[src/rtl/seq_adder_param_if.sv]
// rtl/seq_adder_param_if.sv - request/result bundle for the chunked sequential adder
//
// Signals (directions given for the slave, i.e. the adder):
//   start        in   request; accepted only while the adder is idle
//   sub          in   0 = a+b, 1 = a-b; sampled with start
//   abort        in   synchronous cancel of a running operation
//   a, b         in   WIDTH-bit operands, sampled with start
//   sum          out  WIDTH-bit result
//   cout         out  carry out of the MSB (for subtract, 1 = no borrow)
//   ovf          out  two's-complement overflow
//   busy         out  high while chunks are being processed
//   shift_next   out  same as busy, one pulse per chunk cycle
//   result_ready out  high while idle
//   done         out  one-cycle pulse when a result becomes valid
interface seq_adder_param_if #(
  parameter int WIDTH = 48
);
  logic             start;
  logic             sub;
  logic             abort;
  logic [WIDTH-1:0] a;
  logic [WIDTH-1:0] b;
  logic [WIDTH-1:0] sum;
  logic             cout;
  logic             ovf;
  logic             busy;
  logic             shift_next;
  logic             result_ready;
  logic             done;

  modport master (
    output start, sub, abort, a, b,
    input  sum, cout, ovf, busy, shift_next, result_ready, done
  );

  modport slave (
    input  start, sub, abort, a, b,
    output sum, cout, ovf, busy, shift_next, result_ready, done
  );
endinterface

[src/rtl/seq_adder_param.sv]
// rtl/seq_adder_param.sv - multi-cycle adder/subtractor, CHUNK bits per clock
//
// Ports:
//   clk  in  rising-edge clock
//   rst  in  asynchronous active-high reset
//   bus  seq_adder_param_if.slave: start/sub/abort/a/b in,
//        sum/cout/ovf/busy/shift_next/result_ready/done out
//
// Parameters:
//   WIDTH  operand/result width, an integer multiple of CHUNK
//   CHUNK  bits added per clock cycle
module seq_adder_param #(
  parameter int WIDTH = 48,
  parameter int CHUNK = 12
) (
  input  logic                 clk,
  input  logic                 rst,
  seq_adder_param_if.slave     bus
);

  localparam int NCHUNK = WIDTH / CHUNK;
  localparam int CW     = (NCHUNK > 1) ? $clog2(NCHUNK) : 1;
  localparam logic [CW-1:0] LAST_CHUNK = CW'(NCHUNK - 1);

  typedef enum logic {IDLE, RUN} state_t;

  state_t           state;
  logic [WIDTH-1:0] opA;
  logic [WIDTH-1:0] opB;
  logic [WIDTH-1:0] sumReg;
  logic             carry;
  logic [CW-1:0]    chunkCnt;
  logic             coutReg;
  logic             ovfReg;
  logic             doneReg;

  logic [CHUNK-1:0] chunkSum;
  logic             chunkCarry;
  logic [WIDTH-1:0] sumNext;
  logic             chunkOvf;

  // One chunk of the ripple: low CHUNK bits of the shifting operands plus the
  // carry left over from the previous chunk. The chunk result enters sum at
  // the top so that after NCHUNK cycles the chunks sit in their proper place.
  always_comb begin
    {chunkCarry, chunkSum} = {1'b0, opA[CHUNK-1:0]}
                           + {1'b0, opB[CHUNK-1:0]}
                           + {{CHUNK{1'b0}}, carry};
    sumNext  = (sumReg >> CHUNK) | (WIDTH'(chunkSum) << (WIDTH - CHUNK));
    // B is already inverted for subtract, so the add-overflow rule covers both.
    chunkOvf = (opA[CHUNK-1] == opB[CHUNK-1]) && (chunkSum[CHUNK-1] != opA[CHUNK-1]);
  end

  always_ff @(posedge clk or posedge rst) begin
    if (rst) begin
      state    <= IDLE;
      opA      <= '0;
      opB      <= '0;
      sumReg   <= '0;
      carry    <= 1'b0;
      chunkCnt <= '0;
      coutReg  <= 1'b0;
      ovfReg   <= 1'b0;
      doneReg  <= 1'b0;
    end else begin
      doneReg <= 1'b0;
      case (state)
        IDLE: begin
          // Abort beats a simultaneous start.
          if (bus.start && !bus.abort) begin
            state    <= RUN;
            opA      <= bus.a;
            opB      <= bus.sub ? ~bus.b : bus.b;
            carry    <= bus.sub;
            chunkCnt <= '0;
          end
        end
        RUN: begin
          if (bus.abort) begin
            state   <= IDLE;
            sumReg  <= '0;
            coutReg <= 1'b0;
            ovfReg  <= 1'b0;
          end else begin
            opA      <= opA >> CHUNK;
            opB      <= opB >> CHUNK;
            sumReg   <= sumNext;
            carry    <= chunkCarry;
            chunkCnt <= chunkCnt + CW'(1);
            if (chunkCnt == LAST_CHUNK) begin
              state   <= IDLE;
              coutReg <= chunkCarry;
              ovfReg  <= chunkOvf;
              doneReg <= 1'b1;
            end
          end
        end
        default: state <= IDLE;
      endcase
    end
  end

  assign bus.sum          = sumReg;
  assign bus.cout         = coutReg;
  assign bus.ovf          = ovfReg;
  assign bus.done         = doneReg;
  assign bus.busy         = (state == RUN);
  assign bus.shift_next   = (state == RUN);
  assign bus.result_ready = (state == IDLE);

endmodule
[src/flat_wrapper.sv]
// flat-port wrapper written by rule: the top's interface ports become plain ports
module seq_adder_param_flat 
#(
  parameter int WIDTH = 48,
  parameter int CHUNK = 12
)
  (clk, rst, bus_start, bus_sub, bus_abort, bus_a, bus_b, bus_sum, bus_cout, bus_ovf, bus_busy, bus_shift_next, bus_result_ready, bus_done);
  seq_adder_param_if #(.WIDTH(WIDTH)) bus_i ();
  input  logic clk;
  input  logic rst;
  input wire logic [$bits(bus_i.start)-1:0] bus_start;
  input wire logic [$bits(bus_i.sub)-1:0] bus_sub;
  input wire logic [$bits(bus_i.abort)-1:0] bus_abort;
  input wire logic [$bits(bus_i.a)-1:0] bus_a;
  input wire logic [$bits(bus_i.b)-1:0] bus_b;
  output wire logic [$bits(bus_i.sum)-1:0] bus_sum;
  output wire logic [$bits(bus_i.cout)-1:0] bus_cout;
  output wire logic [$bits(bus_i.ovf)-1:0] bus_ovf;
  output wire logic [$bits(bus_i.busy)-1:0] bus_busy;
  output wire logic [$bits(bus_i.shift_next)-1:0] bus_shift_next;
  output wire logic [$bits(bus_i.result_ready)-1:0] bus_result_ready;
  output wire logic [$bits(bus_i.done)-1:0] bus_done;
  assign bus_i.start = bus_start;
  assign bus_i.sub = bus_sub;
  assign bus_i.abort = bus_abort;
  assign bus_i.a = bus_a;
  assign bus_i.b = bus_b;
  assign bus_sum = bus_i.sum;
  assign bus_cout = bus_i.cout;
  assign bus_ovf = bus_i.ovf;
  assign bus_busy = bus_i.busy;
  assign bus_shift_next = bus_i.shift_next;
  assign bus_result_ready = bus_i.result_ready;
  assign bus_done = bus_i.done;
  seq_adder_param #(.WIDTH(WIDTH), .CHUNK(CHUNK)) u_core (.clk(clk), .rst(rst), .bus(bus_i));
endmodule
[config.mk]
export PLATFORM = sky130hd
export DESIGN_NAME = seq_adder_param_flat
export DESIGN_NICKNAME = d
export VERILOG_FILES = /design/src/rtl/seq_adder_param_if.sv /design/src/rtl/seq_adder_param.sv /design/src/flat_wrapper.sv
export SDC_FILE = /design/constraint.sdc
export NUM_CORES = 1
export LEC_CHECK = 0
export BUFFER_PORTS_ARGS = -buffer_cell sky130_fd_sc_hd__buf_2
export CAP_MARGIN = 20
export CORE_MARGIN = 2
export CORE_UTILIZATION = 51
export CTS_CLUSTER_SIZE = 20
export DETAILED_ROUTE_END_ITERATION = 16
export PLACE_DENSITY = 0.87
export SYNTH_ARGS = -nofsm -noshare
export SYNTH_HDL_FRONTEND = slang
export SYNTH_SLANG_ARGS = --single-unit
[constraint.sdc]
create_clock -name clk -period 6.8 [get_ports clk]
set_clock_uncertainty 0.1 [all_clocks]
set_input_delay 1.36 -clock clk [delete_from_list [all_inputs] [get_ports clk]]
set_output_delay 1.36 -clock clk [all_outputs]
set_load 0.02 [all_outputs]
== Word level (Yosys, flattened, before mapping) ==
Index checks and enable logic that the tools add are counted.

* Bits of input ports: 101
* ROM bits: 0
* Bits in latches: 0
* Logic and storage cells: 51
* RAM bits: 0
* Flip-flop bits (word level): 151
* Memories kept: 0

* Add/subtract/negate cells: 3
* Reduce and logical (&&, ||, !) cells: 6
* Divide/modulo/power cells: 0
* $lt $le $gt $ge: 0
* Multiplexer cells: 25
* Eq/ne operators: 5
* Shift-type cells: 0
* Multipliers: 0
* Bitwise gates (word level): 3

{| class="wikitable"
|+ Operators with widths
! kind !! count
|-
| $mux W48 || 6
|-
| $pmux W48 S2 || 2
|-
| $not A48 Y48 || 1
|-
| $or A36 B48 Y48 || 1
|-
| $add A12 B12 Y13 || 1
|-
| $add A13 B1 Y13 || 1
|-
| $mux W1 || 12
|-
| $mux W2 || 2
|-
| $pmux W1 S2 || 2
|-
| $pmux W2 S2 || 1
|-
| $reduce_and A2 Y1 || 2
|-
| $add A2 B1 Y2 const B || 1
|-
| $eq A2 B2 Y1 const B || 1
|-
| $logic_and A1 B1 Y1 || 2
|-
| $ne A2 B1 Y1 const B || 1
|-
| $ne A2 B2 Y1 const B || 1
|-
| $reduce_bool A2 Y1 || 1
|-
| $eq A1 B1 Y1 || 1
|-
| $logic_not A1 Y1 || 1
|-
| $ne A1 B1 Y1 || 1
|-
| $not A1 Y1 || 1
|}

== Longest topological paths before layout ==
* Depth in word-level cells: 6
* Gate-level depth with buffers: 8

== Worst setup path before layout ==
No wires, ideal clock.

* Path kind: register to output
* From: reg u_core.state, in the netlist u_core.bus.busy
* To: out bus_result_ready
* Arrival time: 1.141 ns
* Cell stages (with the launch flop): 4
* Setup slack: 4.199 ns
* Buffers on the path: 2
* Cells stage by stage: dfrtp_1 -> buf_2 -> inv_2 -> buf_1

* Longest elaborated chain between the ends: 1

{| class="wikitable"
|+ Ends and longest elaborated chain
! what !! line !! RTL
|-
| from (decl) || seq_adder_param.sv:27 || <nowiki>state_t state;</nowiki>
|-
| from (signal assigned) || seq_adder_param.sv:56 || <nowiki>state <= IDLE;</nowiki>
|-
| from (signal assigned) || seq_adder_param.sv:71 || <nowiki>state <= RUN;</nowiki>
|-
| from (signal assigned) || seq_adder_param.sv:80 || <nowiki>state <= IDLE;</nowiki>
|-
| $not A1 Y1 || n/a ||
|-
| to (decl) || flat_wrapper.sv:21 || <nowiki>output wire logic [$bits(bus_i.result_ready)-1:0] bus_result_ready;</nowiki>
|}

No other way between the ends.

== Worst setup path after layout ==
Same ends and word-level chain as after synthesis.

==> results.txt <==
The flow ran to the end, and the final reports show no timing, DRC or antenna violations. The min-delay analysis places its worst path in the category flip-flop to flip-flop. The logs give 132 for the pin count of the biggest net entering global routing and 0.795 for the last weighted congestion value of the routability-driven placer. Of the total power, registers draw 43.6%. Setup repair after global routing left no endpoint under its margin.

The tools report the number of antenna violations at the first check in global routing as 0. After clock tree synthesis, the clock-pin slew on the worst setup and hold paths is 0.06 ns. The data arrival time of the critical path is 2.34 ns, and the maximum fanout along the worst path is 73. The number of distinct standard cells referenced by the synthesized netlist is 51. The tools report the endpoint kind of the worst setup timing path as an output pin. Counting every net in the synthesized netlist gives 804. For the cell-internal power, the log shows 1.86 mW.

Once layout is complete, the utilization of the core stands at 61.9%. The power density over the cells was 313 nW/um2. Number of filler instances in the final layout: 1108. The tools report the count of pins over their slew limit as 0.

Data on the critical path is required at its endpoint by 5.34 ns. In the final timing run, aggregate negative setup slack is 0 ns. In the synthesized netlist the dominant register cell turns out to be dfrtp_1. The wire length reported by the detailed router is 15.7 mm, and the count of TritonRoute iterations in the first routing pass is 5. Counting the buffers created by CTS gives 17. For the register area share after synthesis, the log shows 52.7%. The tool flagged a number of max-cap violations equal to 0.

In this run switching power makes up 30.5% of total power. The number of clock sinks came out at 151. For this run the aggregate overflow at the end of global routing stands at 0. Clock tree synthesis selected as its root buffer the cell clkbuf_16.

The clock network burns 33.6% of the power. The analysis attributes to net switching a power of 0.818 mW. The chip height came out at 123 um. The post-synthesis average cell area is 10.4 um2. The area taken by flip-flops and latches is 3780 um2, and the final antenna diode count is 0. The final critical-path share of the clock period works out to 55.8%.

The number of placed instances, taps included, is 977. The largest stage delay on the critical path was 0.93 ns; the number of rows created at floorplan was 43. Traced cell by cell, the critical path runs through inv_2, buf_2.

For this run, design rule violations remaining after detail routing come to 0. The first global-routing pass estimated 25.8 mm of wire. Hold repair after CTS inserted 0 buffers. For this configuration, the core starts out at a cell density of 51.8%. By area the synthesized netlist is led by dfrtp_1 (53%), a22o_1 (7.2%), o21ai_0 (5.7%).

The worst pin sits at a relative slew slack of 30.3%. The sum of net half-perimeters after detailed placement was 10.8 mm. The logs give 1006 for the number of standard cells in the layout, taps in and fillers out and 0 for the count of endpoints failing hold in the final timing report. The die width was 123 um; the total core area was 13800 um2. The worst-case vdd ir drop is 0.194 mV, and the leakage power summed over all cells is 4.16 nW. The number of gates resized after CTS was 0.

For the finished layout, the period the worst path requires is 3.80 ns. The critical path is of the flip-flop to output pin type. After detailed routing, the average wire length per cell comes to 15.6 um. The post-CTS setup-driven buffer insertion count was 0; the count of pins on the block boundary was 155. The synthesized netlist occupies a cell area of 7170 um2. The tools report the die area as 15000 um2. Relative to the synthesized area, the layout overhead comes to 19.4%. The flop and latch count out of synthesis was 151. For the pin with the worst max-slew slack, the measured transition is 1.05 ns. For this block, the initial DRC count from the detailed router was 289. The area used by multi-input combinational logic is 3130 um2.

The number of global-route vias before repair was 5439; the number of levels the H-tree was split into was 4. The via-per-instance ratio is 5.50. The largest individual stage delay along the critical path comes from the cell dfrtp_4. Across every metal layer, demand over resource in global routing totals 22.0%. The fraction of layout instances using a drive strength above 1 was 24.0%. The number of standard cells after synthesis is 689. Number of warning messages in the yosys log: 0. The run gives 0.263 GHz as the highest clock frequency the design can meet. TritonCTS built the clock tree. The clock passes through at most 2 buffers. The quantity of I/O buffers inserted on ports is 154, and the total of endpoints with negative setup slack in the final report is 0. Setup slack on the worst reg-to-reg path comes out at 3.70 ns. Clock latency on the worst-skew pair, taken at its later pin, is 0.42 ns. The net count of the finished layout came out at 931. The synthesized design spends more area on one cell type than any other, namely dfrtp_1. For this block, the via count after detailed routing is 5534.

Fraction of post-synthesis cell area in the top cell type by area: 52.7%. The combinational group share of total power was 22.8%. The count of nets left with antenna violations once routing finished came out at 0.

The worst setup path is launched from a flip-flop. In the synthesized netlist the async set-or-reset flop fraction comes to 100%. Counting flops with a built-in enable in the synthesized netlist gives 0.
==> critical path: cells and delay by family, from the launching register on <==
family	cells	cell delay (ns)
flip-flops	1	0.93
buffers and inverters	2	0.92
==> cell families (layout without fill, tap and decap cells) <==
logic type | count (synthesis) | after routing | synth area share, %
compound gates | 218 | 218 | 19.9
xor+xnor | 55 | 55 | 6.72
fa+ha+maj | 14 | 14 | 2.65
buf+inv | 61 | 198 | 3.77
flops | 151 | 151 | 52.7
mux | 38 | 38 | 5.31
simple gates | 152 | 152 | 8.89
==> power by group through the flow <==
stage | Clock, mW | Sequential, mW | Combinational, mW
finish | 0.902 | 1.17 | 0.610
global route | 0.954 | 1.19 | 0.682
CTS | 0.914 | 1.17 | 0.614
detailed placement | 0 | 1.18 | 0.607
global placement | 0 | 1.18 | 0.588
floorplan | 0 | 1.21 | 0.384
==> layout by cell type (no fill, tap or decap), types with 5 or more instances in the layout <==
cell,Yosys,layout
buf_2,18,154
nor2_1,45,44
a21oi_1,44,44
inv_1,8,7
a22o_1,59,59
buf_4,1,6
xor2_1,15,15
o21ai_0,81,81
o2bb2ai_1,5,5
ha_1,12,12
nand2_1,86,86
mux2i_1,38,38
o31ai_1,5,5
dfrtp_1,151,150
xnor2_1,40,40
clkbuf_16,0,17
==> Yosys cell counts (all sizes together) (3+ instances only) <==
library cell / number
a22o: 59
o21a: 4
mux2i: 38
xor2: 15
nor2: 46
buf: 26
clkbuf: 26
inv: 9
nand4: 3
nor3: 3
o21ai: 82
ha: 12
nand2: 86
dfrtp: 151
o31ai: 5
a21oi: 44
o2bb2ai: 5
xnor2: 40
==> final timing paths <==
kind	from	end	cells past startpoint
worst max register to register	u_core.bus.busy$_DFF_PP0_	u_core.opA[25]$_DFFE_PP0P_	3
max in group asynchronous	rst	u_core.opA[19]$_DFFE_PP0P_	3
worst min-delay path	u_core.opA[23]$_DFFE_PP0P_	u_core.opA[23]$_DFFE_PP0P_	2
worst min register to register	u_core.opA[23]$_DFFE_PP0P_	u_core.opA[23]$_DFFE_PP0P_	2
worst max-delay path	u_core.bus.busy$_DFF_PP0_	bus_result_ready	2
min in group asynchronous	rst	u_core.bus.sum[21]$_DFFE_PP0P_	2
==> stage by stage <==
step | area [um2] | worst slack (ns) | power (mW) | hold slack (ns)
after detailed placement | 8000 | 3.19 | 1.79 | 0.370
after global routing | 8560 | 2.85 | 2.83 | 0.408
final | 8560 | 3.00 | 2.68 | 0.377
after CTS | 8560 | 3.02 | 2.70 | 0.383
after global placement | 8000 | 3.24 | 1.76 | 0.361
after floorplan | 7170 | 1.28 | 1.59 | 0.350
==> state kept, by name (all words and copies together) (netlist names) <==
register and flops:
u_core.bus.ovf 1, u_core.opB 48, u_core.bus.sum 48, u_core.chunkCnt 2, u_core.carry 1, u_core.bus.cout 1, u_core.opA 48, u_core.bus.done 1
u_core.bus.busy 1
==> area by class of cell <==
class | count | area share, %
inverter | 9 | 0.453
clock buffer | 22 | 5.42
sequential | 151 | 44.2
multi-input combinational | 477 | 36.6
tap | 180 | 2.63
timing repair buffer | 160 | 9.53
clock inverter | 7 | 1.14
==> per-layer routing <==
layer / part of all wire, % / vias up / track usage, %
li1: - / 2689 / -
met1: 44 / 2595 / 28.7
met2: 46 / 219 / 34.5
met3: 7.5 / 31 / 6.46
met4: 2.4 / 0 / 8.69
met5: 0 / - / 0
Note: power is estimated with default switching activity, not from simulation.
